### src/rtl/mem_arbiter_pkg.sv
// Shared types and constants for the PSRAM port arbiter.
package mem_arb_pkg;

    typedef enum logic [1:0] {
        IDLE    = 2'd0,
        ISSUE   = 2'd1,
        WAIT_RD = 2'd2,
        DONE    = 2'd3
    } arb_state_t;

    typedef enum logic {
        OWN_CPU  = 1'b0,
        OWN_HOST = 1'b1
    } owner_t;

    // Start of the DCJ11 I/O page; never forwarded to PSRAM.
    localparam logic [21:0] IOPAGE_BASE = 22'o17760000;

endpackage

### src/rtl/mem_arbiter_if.sv
// Command/read-return channel between the arbiter and the PSRAM controller.
interface mem_arbiter_if #(
    parameter int ADDR_W = 22,
    parameter int DATA_W = 16
);
    // Command transfers on an edge where mem_cmd_valid and mem_cmd_ready are both 1.
    // The master keeps valid high and the payload stable until that edge (only reset
    // may withdraw it). Read data comes back as a single-cycle mem_rdata_valid strobe
    // with no backpressure.
    logic              mem_cmd_valid;
    logic              mem_cmd_ready;
    logic              mem_we;
    logic [1:0]        mem_mask;
    logic [ADDR_W-2:0] mem_addr;
    logic [DATA_W-1:0] mem_wdata;
    logic [DATA_W-1:0] mem_rdata;
    logic              mem_rdata_valid;

    modport master (
        output mem_cmd_valid, mem_we, mem_mask, mem_addr, mem_wdata,
        input  mem_cmd_ready, mem_rdata, mem_rdata_valid
    );

    modport slave (
        input  mem_cmd_valid, mem_we, mem_mask, mem_addr, mem_wdata,
        output mem_cmd_ready, mem_rdata, mem_rdata_valid
    );
endinterface

### src/rtl/mem_arbiter.sv
// Two-requester arbiter (DCJ11 CPU, host loader) in front of the single PSRAM port,
// with I/O-page reject, read timeout and host anti-starvation.
module mem_arbiter
    import mem_arb_pkg::*;
#(
    parameter  int ADDR_W     = 22,
    parameter  int DATA_W     = 16,
    parameter  int STARVE_LIM = 8,
    parameter  int RD_TIMEOUT = 64,
    localparam int SC_W       = $clog2(STARVE_LIM + 1),
    localparam int TO_W       = $clog2(RD_TIMEOUT + 1)
) (
    input  logic              clk_x2,
    input  logic              rstb,

    input  logic              cpu_req,
    input  logic              cpu_we,
    input  logic              cpu_byte,
    input  logic [ADDR_W-1:0] cpu_addr,
    input  logic [DATA_W-1:0] cpu_wdata,
    output logic [DATA_W-1:0] cpu_rdata,
    output logic              cpu_ack,
    output logic              cpu_err,

    input  logic              host_req,
    input  logic              host_we,
    input  logic              host_byte,
    input  logic [ADDR_W-1:0] host_addr,
    input  logic [DATA_W-1:0] host_wdata,
    output logic [DATA_W-1:0] host_rdata,
    output logic              host_ack,
    output logic              host_err,

    mem_arbiter_if.master     mem,

    output logic              owner,
    output logic              busy,
    output arb_state_t        dbg_state,
    output logic [SC_W-1:0]   dbg_starve_cnt
);

    arb_state_t        state_q, state_d;
    owner_t            owner_q;
    logic              rearm_q;
    logic [SC_W-1:0]   starve_cnt;
    logic [TO_W-1:0]   tmo_cnt;
    logic              cmd_we;
    logic [1:0]        cmd_mask;
    logic [ADDR_W-2:0] cmd_addr;
    logic [DATA_W-1:0] cmd_wdata;
    logic [DATA_W-1:0] rsp_rdata;
    logic              rsp_err;

    logic              grant_any, grant_host;
    logic              sel_we, sel_byte, sel_reject;
    logic [ADDR_W-1:0] sel_addr;
    logic [DATA_W-1:0] sel_wdata;
    logic [1:0]        sel_mask;
    logic              tmo_hit;

    // The cycle after DONE makes no grant at all, so a requester that still holds
    // req while reacting to its ack cannot be granted a second time.
    always_comb begin
        grant_any  = (state_q == IDLE) && !rearm_q && (cpu_req || host_req);
        grant_host = host_req && (!cpu_req || starve_cnt == SC_W'(STARVE_LIM));
        sel_we     = grant_host ? host_we    : cpu_we;
        sel_byte   = grant_host ? host_byte  : cpu_byte;
        sel_addr   = grant_host ? host_addr  : cpu_addr;
        sel_wdata  = grant_host ? host_wdata : cpu_wdata;
        sel_reject = sel_addr >= ADDR_W'(IOPAGE_BASE);
        sel_mask   = 2'b11;
        if (sel_we && sel_byte) begin
            sel_mask = sel_addr[0] ? 2'b10 : 2'b01;
        end
        tmo_hit = (tmo_cnt == TO_W'(RD_TIMEOUT - 1));
    end

    always_ff @(posedge clk_x2) begin
        if (!rstb) begin
            state_q <= IDLE;
        end else begin
            state_q <= state_d;
        end
    end

    always_comb begin
        state_d = state_q;
        case (state_q)
            IDLE:    if (grant_any) state_d = sel_reject ? DONE : ISSUE;
            ISSUE:   if (mem.mem_cmd_ready) state_d = cmd_we ? DONE : WAIT_RD;
            WAIT_RD: if (mem.mem_rdata_valid || tmo_hit) state_d = DONE;
            DONE:    state_d = IDLE;
            default: state_d = IDLE;
        endcase
    end

    always_ff @(posedge clk_x2) begin
        if (!rstb) begin
            owner_q    <= OWN_CPU;
            rearm_q    <= 1'b0;
            starve_cnt <= '0;
            tmo_cnt    <= '0;
            cmd_we     <= 1'b0;
            cmd_mask   <= 2'b00;
            cmd_addr   <= '0;
            cmd_wdata  <= '0;
            rsp_rdata  <= '0;
            rsp_err    <= 1'b0;
        end else begin
            rearm_q <= (state_q == DONE);
            if (grant_any) begin
                owner_q   <= grant_host ? OWN_HOST : OWN_CPU;
                cmd_we    <= sel_we;
                cmd_mask  <= sel_mask;
                cmd_addr  <= sel_addr[ADDR_W-1:1];
                cmd_wdata <= sel_wdata;
                rsp_rdata <= '0;
                rsp_err   <= sel_reject;
                tmo_cnt   <= '0;
                if (grant_host || !host_req) begin
                    starve_cnt <= '0;
                end else if (starve_cnt != SC_W'(STARVE_LIM)) begin
                    starve_cnt <= starve_cnt + SC_W'(1);
                end
            end
            if (state_q == WAIT_RD) begin
                if (mem.mem_rdata_valid) begin
                    rsp_rdata <= mem.mem_rdata;
                    rsp_err   <= 1'b0;
                end else if (tmo_hit) begin
                    rsp_err <= 1'b1;
                end else begin
                    tmo_cnt <= tmo_cnt + TO_W'(1);
                end
            end
        end
    end

    always_comb begin
        mem.mem_cmd_valid = (state_q == ISSUE);
        mem.mem_we        = (state_q == ISSUE) && cmd_we;
        mem.mem_mask      = (state_q == ISSUE) ? cmd_mask : 2'b00;
        mem.mem_addr      = cmd_addr;
        mem.mem_wdata     = cmd_wdata;

        cpu_ack    = (state_q == DONE) && (owner_q == OWN_CPU);
        host_ack   = (state_q == DONE) && (owner_q == OWN_HOST);
        cpu_err    = cpu_ack && rsp_err;
        host_err   = host_ack && rsp_err;
        cpu_rdata  = cpu_ack ? rsp_rdata : '0;
        host_rdata = host_ack ? rsp_rdata : '0;

        owner          = owner_q;
        busy           = (state_q != IDLE);
        dbg_state      = state_q;
        dbg_starve_cnt = starve_cnt;
    end

endmodule

### src/flat_wrapper.sv
// flat-port wrapper written by rule: the top's interface ports become plain ports
module mem_arbiter_flat import mem_arb_pkg::*;
#(
    parameter  int ADDR_W     = 22,
    parameter  int DATA_W     = 16,
    parameter  int STARVE_LIM = 8,
    parameter  int RD_TIMEOUT = 64,
    localparam int SC_W       = $clog2(STARVE_LIM + 1),
    localparam int TO_W       = $clog2(RD_TIMEOUT + 1)
)
  (clk_x2, rstb, cpu_req, cpu_we, cpu_byte, cpu_addr, cpu_wdata, cpu_rdata, cpu_ack, cpu_err, host_req, host_we, host_byte, host_addr, host_wdata, host_rdata, host_ack, host_err, owner, busy, dbg_state, dbg_starve_cnt, mem_mem_cmd_valid, mem_mem_we, mem_mem_mask, mem_mem_addr, mem_mem_wdata, mem_mem_cmd_ready, mem_mem_rdata, mem_mem_rdata_valid);
  mem_arbiter_if #(.ADDR_W(ADDR_W), .DATA_W(DATA_W)) mem_i ();
  input  logic clk_x2;
  input  logic rstb;
  input  logic cpu_req;
  input  logic cpu_we;
  input  logic cpu_byte;
  input  logic [ADDR_W-1:0] cpu_addr;
  input  logic [DATA_W-1:0] cpu_wdata;
  output logic [DATA_W-1:0] cpu_rdata;
  output logic cpu_ack;
  output logic cpu_err;
  input  logic host_req;
  input  logic host_we;
  input  logic host_byte;
  input  logic [ADDR_W-1:0] host_addr;
  input  logic [DATA_W-1:0] host_wdata;
  output logic [DATA_W-1:0] host_rdata;
  output logic host_ack;
  output logic host_err;
  output logic owner;
  output logic busy;
  output arb_state_t dbg_state;
  output logic [SC_W-1:0] dbg_starve_cnt;
  output wire logic [$bits(mem_i.mem_cmd_valid)-1:0] mem_mem_cmd_valid;
  output wire logic [$bits(mem_i.mem_we)-1:0] mem_mem_we;
  output wire logic [$bits(mem_i.mem_mask)-1:0] mem_mem_mask;
  output wire logic [$bits(mem_i.mem_addr)-1:0] mem_mem_addr;
  output wire logic [$bits(mem_i.mem_wdata)-1:0] mem_mem_wdata;
  input wire logic [$bits(mem_i.mem_cmd_ready)-1:0] mem_mem_cmd_ready;
  input wire logic [$bits(mem_i.mem_rdata)-1:0] mem_mem_rdata;
  input wire logic [$bits(mem_i.mem_rdata_valid)-1:0] mem_mem_rdata_valid;
  assign mem_mem_cmd_valid = mem_i.mem_cmd_valid;
  assign mem_mem_we = mem_i.mem_we;
  assign mem_mem_mask = mem_i.mem_mask;
  assign mem_mem_addr = mem_i.mem_addr;
  assign mem_mem_wdata = mem_i.mem_wdata;
  assign mem_i.mem_cmd_ready = mem_mem_cmd_ready;
  assign mem_i.mem_rdata = mem_mem_rdata;
  assign mem_i.mem_rdata_valid = mem_mem_rdata_valid;
  mem_arbiter #(.ADDR_W(ADDR_W), .DATA_W(DATA_W), .STARVE_LIM(STARVE_LIM), .RD_TIMEOUT(RD_TIMEOUT)) u_core (.clk_x2(clk_x2), .rstb(rstb), .cpu_req(cpu_req), .cpu_we(cpu_we), .cpu_byte(cpu_byte), .cpu_addr(cpu_addr), .cpu_wdata(cpu_wdata), .cpu_rdata(cpu_rdata), .cpu_ack(cpu_ack), .cpu_err(cpu_err), .host_req(host_req), .host_we(host_we), .host_byte(host_byte), .host_addr(host_addr), .host_wdata(host_wdata), .host_rdata(host_rdata), .host_ack(host_ack), .host_err(host_err), .mem(mem_i), .owner(owner), .busy(busy), .dbg_state(dbg_state), .dbg_starve_cnt(dbg_starve_cnt));
endmodule
### config.mk
export PLATFORM = sky130hd
export DESIGN_NAME = mem_arbiter_flat
export DESIGN_NICKNAME = d
export VERILOG_FILES = /design/src/rtl/mem_arbiter_pkg.sv /design/src/rtl/mem_arbiter_if.sv /design/src/rtl/mem_arbiter.sv /design/src/flat_wrapper.sv
export SDC_FILE = /design/constraint.sdc
export NUM_CORES = 1
export LEC_CHECK = 0
export ABC_AREA = 1
export CORE_ASPECT_RATIO = 1.75
export CORE_MARGIN = 2
export CORE_UTILIZATION = 43
export CTS_CLUSTER_SIZE = 12
export DETAILED_ROUTE_END_ITERATION = 10
export PLACE_DENSITY = 0.83
export SLEW_MARGIN = 5
export SYNTH_ARGS = -nofsm -noshare
export SYNTH_HDL_FRONTEND = slang
export SYNTH_SLANG_ARGS = --single-unit
### constraint.sdc
create_clock -name clk_x2 -period 2.9 [get_ports clk_x2]
set_clock_uncertainty 0.2 [all_clocks]
set_input_delay 0.58 -clock clk_x2 [delete_from_list [all_inputs] [get_ports clk_x2]]
set_output_delay 0.58 -clock clk_x2 [all_outputs]
set_load 0.01 [all_outputs]
# --- Yosys cells after proc, flatten, opt, wreduce, memory -nomap -nowiden ---
# Index checks and enable logic that the tools add are counted.
word_totals:
  regBits: 72
  in_bits: 102
  output_inout_bits: 85
  wordCells: 74
op_classes:
  add_sub_neg: 2
  n_lt_le_gt_ge: 1
  eq_ne: 9
  n_mux: 29
  bitwise_logic: 1
  reduce_logical: 21
ops:
  columns: ["op", "count"]
  rows:
  - ["$mux W16", 6]
  - ["$mux W7", 4]
  - ["$ge A22 B22 Y1 const B", 1]
  - ["$mux W22", 1]
  - ["$mux W2", 7]
  - ["$logic_and A1 B1 Y1", 9]
  - ["$mux W1", 8]
  - ["$mux W4", 2]
  - ["$pmux W2 S4", 1]
  - ["$add A7 B1 Y7 const B", 1]
  - ["$eq A7 B6 Y1 const B", 1]
  - ["$ne A2 B1 Y1 const B", 3]
  - ["$add A4 B1 Y4 const B", 1]
  - ["$eq A2 B2 Y1 const B", 2]
  - ["$eq A4 B4 Y1 const B", 1]
  - ["$logic_or A1 B1 Y1", 4]
  - ["$ne A4 B4 Y1 const B", 1]
  - ["$reduce_bool A2 Y1", 2]
  - ["$logic_not A1 Y1", 3]
  - ["$reduce_and A3 Y1", 1]
  - ["$eq A2 B1 Y1 const B", 1]
  - ["$logic_not A2 Y1", 1]
  - ["$reduce_and A2 Y1", 1]
  - ["$not A1 Y1", 1]

# --- Depth between registers and ports, before layout ---
# Gate-level depths: netlist of run 1.
logic_depth:
  word_depth: 9
  depth_mapped: 12
  ltp_nobuf: 11

# --- Least setup slack after synthesis of run 1 ---
# OpenSTA, ideal clock, no wires.
synth_path:
  path_kind: "reg-to-output"
  start: "reg u_core.state_q[1] (netlist: u_core.dbg_state[1])"
  end: "out cpu_rdata[10]"
  arrival_time_ps: 1491
  required_time_ps: 2120
  slack_ps: 629
  stages_incl_launch_ff: 7
  path_buffers: 1
  cell_sequence: "dfxtp_1 -> ha_1 -> inv_1 -> nor2_1 -> clkinv_1 -> clkbuf_1 -> nor2_1"
synth_via:
  elab_chain_cells: 3
synth_lines:
  columns: ["element", "line", "text"]
  rows:
  - ["from (decl)", "mem_arbiter.sv:42", "arb_state_t state_q, state_d;"]
  - ["from (signal assigned)", "mem_arbiter.sv:82", "state_q <= state_d;"]
  - ["$eq A2 B2 Y1", "mem_arbiter.sv:146", "cpu_ack = (state_q == DONE) && (owner_q == OWN_CPU);"]
  - ["$logic_and A1 B1 Y1", "mem_arbiter.sv:146", null]
  - ["net cpu_ack", "flat_wrapper.sv:21", "output logic cpu_ack;"]
  - ["$mux W16", "mem_arbiter.sv:150", "cpu_rdata = cpu_ack ? rsp_rdata : '0;"]
  - ["to (decl)", "flat_wrapper.sv:20", "output logic [DATA_W-1:0] cpu_rdata;"]
# The timed path passes the listed nets, and every way through them passes these cells.

# --- Final worst setup path of run 1 ---
layout_path:
  start: "reg u_core.state_q[1] (netlist: u_core.dbg_state[1])"
  end: "out cpu_rdata[2]"
layout_via:
  elab_chain_cells: 3
layout_lines:
  columns: ["element", "line"]
  rows:
  - ["$eq A2 B2 Y1", "mem_arbiter.sv:146"]
  - ["$logic_and A1 B1 Y1", "mem_arbiter.sv:146"]
  - ["$mux W16", "mem_arbiter.sv:150"]
# No other way between the ends.

==> metrics, run 1 <==
outcome finished, final reports clean; final std cells w/o fill 840; crit share post-route 0.956; Syn Area/Cell 6.77 um^2; VDD IR max 536 uV; setup violators final 0; total grt overflow 0; hold crit path type register to register; CTS max path bufs 2; number of global-route vias before repair 3,856; Startpoint Class register; Post-Synth Simple-Gate Area 0.280; max-slew violations 0; Storage cell area 0.00144 mm^2; M1 WL 3890 um; port buffer count 186; via count 4,092; CTS tree yes; power per standard cell area 720 mW/mm^2; critical path class register to primary output; Clk Latency, worst-skew pair 0.33 ns; fill cell count 688; die width 74.0 um; Site Rows 44; Core Area 0.00831 mm^2; # diodes 0; total CTS buffers 9; Least-Margin Pin Slew 0.490 ns; Crit. Startpoint u_core.dbg_state[1]$_SDFFE_PN0P_; Final Core Density 0.712; Die H 126 um; CP required 2.12 ns; Clock Sinks 72; Worst R2R Start u_core.dbg_state[1]$_SDFFE_PN0P_; number of DRC markers in iteration 0 242; layout cells sized above 1 0.0621; DR WL met2 5950 um; post-CTS setup buffers 0; Max Cap Viol 0; post-DR vias/cell 4.87; Gate Count Post-Synth 544; initial antenna violation count 0; FF-to-FF path depth 10; Post-synth EDFFs 0; largest family of logic cells by synthesized area simple AND/OR/NAND/NOR gates; largest net degree at the start of global routing 39; most numerous cell in the Yosys netlist nand2_1; Fin. Hold Viols 0; # DRC 0; area delta synth->final 60.6%; crit path DAT 1.99 ns; critical path endpoint cpu_rdata[2]; DP Worst Slack 0.190 ns; Max Clk Rate 361 MHz; Final WS setup 0.127 ns; die area 0.00935 mm^2; Starting Density 0.443; largest area contributor in the netlist dfxtp_1; Post-Synth XOR/XNOR Area 0.00476; IO Count 187; Slew HR 0.673; Synth Area in Compound Gates 0.167; Post-synth top cells 126 x nand2_1, 79 x inv_1, 72 x dfxtp_1; max layer used met4; Final min period 2.77 ns; crit end category primary output; total routed wirelength 11,000 um; mux share of post-synthesis cell area 0; Global Route Usage Sum 0.242; Unique masters post-synth 37; asr flop ratio synth 0; first-pass GRT wire length 17,800 um; Syn Nets 654; Adder-Cell Fraction of Synth Area 0.0272; Worst R2R End u_core.mem.mem_addr[3]$_SDFFE_PN0P_; Pleak 2.58 nW; synthesized area 0.00368 mm^2; Nets 830; 1st-pass router iterations 4; post-route ant nets 0; sequential fraction of the synthesis area 0.391; WL per Instance 13.1 um; Hold Slack 0.260 ns; Detail Route met3 WL 670 um; # hold bufs at CTS 0; H-Tree Depth 3; Reg2Reg Setup Slack 0.75 ns; Final HPWL DP 8500 um; dominant synthesized flop cell dfxtp_1; top-area cell type share of the netlist area 0.391; multi-input combinational cell area 0.00177 mm^2; Yosys reg bits 72; RSZ-0062 raised after global routing no; Yosys warning count 0; GP Congestion 0.881; clock transition at the registers of the reported paths 0.05 ns; Worst Path Max Fanout 17; CTS root buffer clkbuf_16; placed cell count 824; Synth area leaders dfxtp_1 39%, nand2_1 13%, inv_1 8.1%; TNS Setup 0 ns
## critical path, cell delays in order, from the launching register on
cell and delay, ns:
dfxtp_1 0.39, ha_1 0.23, inv_1 0.05, nor2_1 0.19
inv_4 0.12, nor2_1 0.12, clkdlybuf4s50_1 0.55
## cell usage in the layout (no fill, tap or decap), drive strengths merged
cell type / n
clkdlybuf4s50: 185
nand2: 130
inv: 84
dfxtp: 72
nor2: 65
nand3: 43
o21ai: 35
a21oi: 32
o211ai: 30
clkbuf: 13
buf: 11
ha: 8
or2: 2
nor3: 2
clkinv: 2
a211oi: 1
nand4: 1
o22ai: 1
a41oi: 1
and3: 1
a22oi: 1
a31oi: 1
xnor2: 1
nand3b: 1
xor2: 1
bufinv: 1
## registers in the layout, indices dropped and copies added (netlist names), 2 cells and up
register	cells
u_core.cmd_mask	2
u_core.mem.mem_addr	21
u_core.dbg_starve_cnt	4
u_core.tmo_cnt	7
u_core.dbg_state	2
u_core.rsp_rdata	16
u_core.mem.mem_wdata	16
## logic make-up after synthesis
logic type,count (synthesis)
xor+xnor,2
fa+ha+maj,8
buf+inv,115
compound gates,102
flops,72
simple gates,245
## metal layers
layer  vias up  global-route usage
met1      1829               0.246
met2       151               0.435
met4         0               0.118
met5         -                   0
li1       2078                   -
met3        34              0.0683
## how the worst min path moves through the flow
stage | from | end | slack, ns | depth (start not counted)
floorplan | u_core.tmo_cnt[3]$_SDFF_PN0_ | u_core.tmo_cnt[3]$_SDFF_PN0_ | 0.24 | 2
global placement | u_core.tmo_cnt[3]$_SDFF_PN0_ | u_core.tmo_cnt[3]$_SDFF_PN0_ | 0.25 | 2
finish | u_core.rsp_rdata[12]$_SDFF_PN0_ | u_core.rsp_rdata[12]$_SDFF_PN0_ | 0.26 | 2
CTS | u_core.rsp_rdata[12]$_SDFF_PN0_ | u_core.rsp_rdata[12]$_SDFF_PN0_ | 0.26 | 2
detailed placement | u_core.rsp_rdata[12]$_SDFF_PN0_ | u_core.rsp_rdata[12]$_SDFF_PN0_ | 0.25 | 2
global route | u_core.rsp_rdata[8]$_SDFF_PN0_ | u_core.rsp_rdata[8]$_SDFF_PN0_ | 0.28 | 2
## stage by stage
step	cell area [um^2]	power [mW]
3_5_place_dp	5610	3.17
6_report	5920	4.26
2_1_floorplan	3680	2.32
5_1_grt	5920	4.53
4_1_cts	5910	4.29
3_3_place_gp	5610	3.12
## report_power, final
group | internal [mW] | switching, mW | leakage (nW)
clock | 0.710 | 0.388 | 0.150
sequential | 1.27 | 0.169 | 0.592
combinational | 0.843 | 0.881 | 1.84
total | 2.82 | 1.44 | 2.58
## timing repair
item,CTS,global route
pin swaps,0,0
endpoints found under the setup margin,17,34
gates resized for setup,1,2
cloned,0,0
## layout make-up
| type | instances | share of cell area |
|---|---|---|
| clock buffer | 13 | 0.0440 |
| inverter | 84 | 0.0541 |
| multi-input combinational | 357 | 0.298 |
| tap | 115 | 0.0243 |
| clock inverter | 3 | 0.00677 |
| timing repair buffer | 196 | 0.329 |
| sequential | 72 | 0.244 |
Note: power is estimated with default switching activity, not from simulation.
==> run 2: changes to the inputs <==
--- a/config.mk
+++ b/config.mk
@@ -12,6 +12,7 @@
 export CTS_CLUSTER_SIZE = 12
 export DETAILED_ROUTE_END_ITERATION = 10
 export PLACE_DENSITY = 0.83
+export SKIP_LAST_GASP = 1
 export SLEW_MARGIN = 5
 export SYNTH_ARGS = -nofsm -noshare
 export SYNTH_HDL_FRONTEND = slang
==> results of run 2 <==
The final DEF is identical to that of run 1; final timing and power are the same.
==> run 3: changes to the inputs <==
--- a/config.mk
+++ b/config.mk
@@ -7,10 +7,10 @@
 export LEC_CHECK = 0
 export ABC_AREA = 1
 export CORE_ASPECT_RATIO = 1.75
-export CORE_MARGIN = 2
 export CORE_UTILIZATION = 43
 export CTS_CLUSTER_SIZE = 12
 export DETAILED_ROUTE_END_ITERATION = 10
+export GPL_TIMING_DRIVEN = 1
 export PLACE_DENSITY = 0.83
 export SKIP_LAST_GASP = 1
 export SLEW_MARGIN = 5
==> metrics, run 3 (synthesized netlist as in run 1, its figures left out) <==
outcome finished, final reports clean; Global Route Usage Sum 0.253; TNS Setup 0 ns; Least-Margin Pin Slew 0.871 ns; number of DRC markers in iteration 0 221; number of global-route vias before repair 3,940; CTS max path bufs 2; multi-input combinational cell area 0.00177 mm^2; total CTS buffers 9; initial antenna violation count 0; Storage cell area 0.00144 mm^2; die width 72.0 um; IO Count 187; port buffer count 186; via count 4,094; GP Congestion 0.868; Clk Latency, worst-skew pair 0.33 ns; Max Clk Rate 361 MHz; # diodes 0; max-slew violations 0; post-route ant nets 0; Pleak 2.56 nW; post-DR vias/cell 4.87; Core Area 0.00831 mm^2; Die H 124 um; Worst Path Max Fanout 9; VDD IR max 422 uV; fill cell count 697; first-pass GRT wire length 17,900 um; Final min period 2.77 ns; power per standard cell area 701 mW/mm^2; max FFs per register 21; 1st-pass router iterations 5; hold crit path type register to register; largest net degree at the start of global routing 35; layout cells sized above 1 0.0634; CTS tree yes; Site Rows 44; Final HPWL DP 8260 um; RSZ-0062 raised after global routing no; H-Tree Depth 3; critical path class register to primary output; WL per Instance 13.1 um; crit path DAT 1.99 ns; clock transition at the registers of the reported paths 0.05 ns; total grt overflow 0; CP required 2.12 ns; CTS root buffer clkbuf_16; Startpoint Class register; setup violators final 0; post-CTS setup buffers 0; total routed wirelength 11,000 um; area delta synth->final 60.0%; Slew HR 0.418; Final WS setup 0.128 ns; Clock Sinks 72; crit end category primary output; DP Worst Slack 0.160 ns; commonest non-fill, non-tap cell in the layout clkdlybuf4s50_1; Max Cap Viol 0; total power 4.13 mW; Nets 832; Fin. Hold Viols 0; commonest cells after routing, fill and taps aside 185 x clkdlybuf4s50_1, 125 x nand2_1, 79 x inv_1; crit share post-route 0.956; # DRC 0; die area 0.00895 mm^2; Starting Density 0.443
[run 3: cell types whose count changed in the layout (fill, tap and decap cells not counted)]
cell       change
buf_4          +1
bufinv_16      -1
clkbuf_1       +1
clkbuf_8       -1
clkinv_2       -1
dfxtp_1        -1
dfxtp_2        +1
inv_4          +1
nor2_1         -1
nor2_4         +1
[run 3: cell type report]
cell class	instances	area share
Clock buffer	13	0.0425
Clock inverter	1	0.000849
Inverter	84	0.0544
Multi-Input combinational cell	357	0.301
Sequential cell	72	0.245
Tap cell	115	0.0244
Timing Repair Buffer	197	0.331
Timing Repair inverter	1	0.00106
[run 3: path summary, 6_finish.rpt]
path | start | to | slack (ns) | cells after the start
max | u_core.dbg_state[0]$_SDFFE_PN0P_ | cpu_rdata[3] | 0.13 | 6
min | u_core.rsp_rdata[5]$_SDFF_PN0_ | u_core.rsp_rdata[5]$_SDFF_PN0_ | 0.26 | 2
max reg2reg | u_core.dbg_starve_cnt[0]$_SDFFE_PN0P_ | u_core.mem.mem_addr[20]$_SDFFE_PN0P_ | 0.68 | 10
min reg2reg | u_core.rsp_rdata[5]$_SDFF_PN0_ | u_core.rsp_rdata[5]$_SDFF_PN0_ | 0.26 | 2
[run 3: per-layer routing]
metal | part of all wire | up-vias | global-route usage
li1 | - | 2078 | -
met1 | 0.35 | 1833 | 0.257
met2 | 0.55 | 153 | 0.468
met3 | 0.058 | 30 | 0.0574
met4 | 0.036 | 0 | 0.121
met5 | 0 | - | 0
[run 3: per-stage QoR]
stage               instance area (um^2)  hold WS [ns]  utilization  cells
global route                        5890         0.281        0.709    840
detailed placement                  5620         0.253        0.676    825
global placement                    5620         0.248        0.676    825
CTS                                 5880         0.262        0.708    840
finish                              5890         0.261        0.709    840
floorplan                           3680         0.239            -    544
[run 3: report_power, final]
part	internal [mW]	switching [mW]	total [mW]
Clock	0.591	0.376	0.967
Sequential	1.27	0.168	1.44
Combinational	0.845	0.882	1.73
Total	2.71	1.43	4.13
[run 3: critical path, cell delays in order (launching register included)]
cell and delay (ns):
dfxtp_1 0.41, ha_1 0.24, inv_1 0.09, nor2_4 0.16, inv_4 0.08, nor2_1 0.12, clkdlybuf4s50_1 0.56
[run 3: repair_timing]
action / 4_1_cts / 5_1_grt
setup endpoints to repair: 17 / 34
hold endpoints to repair: 0 / 0
hold buffers: 0 / 0
cloned: 1 / 0
pin swaps: 0 / 0
resized for setup: 3 / 5
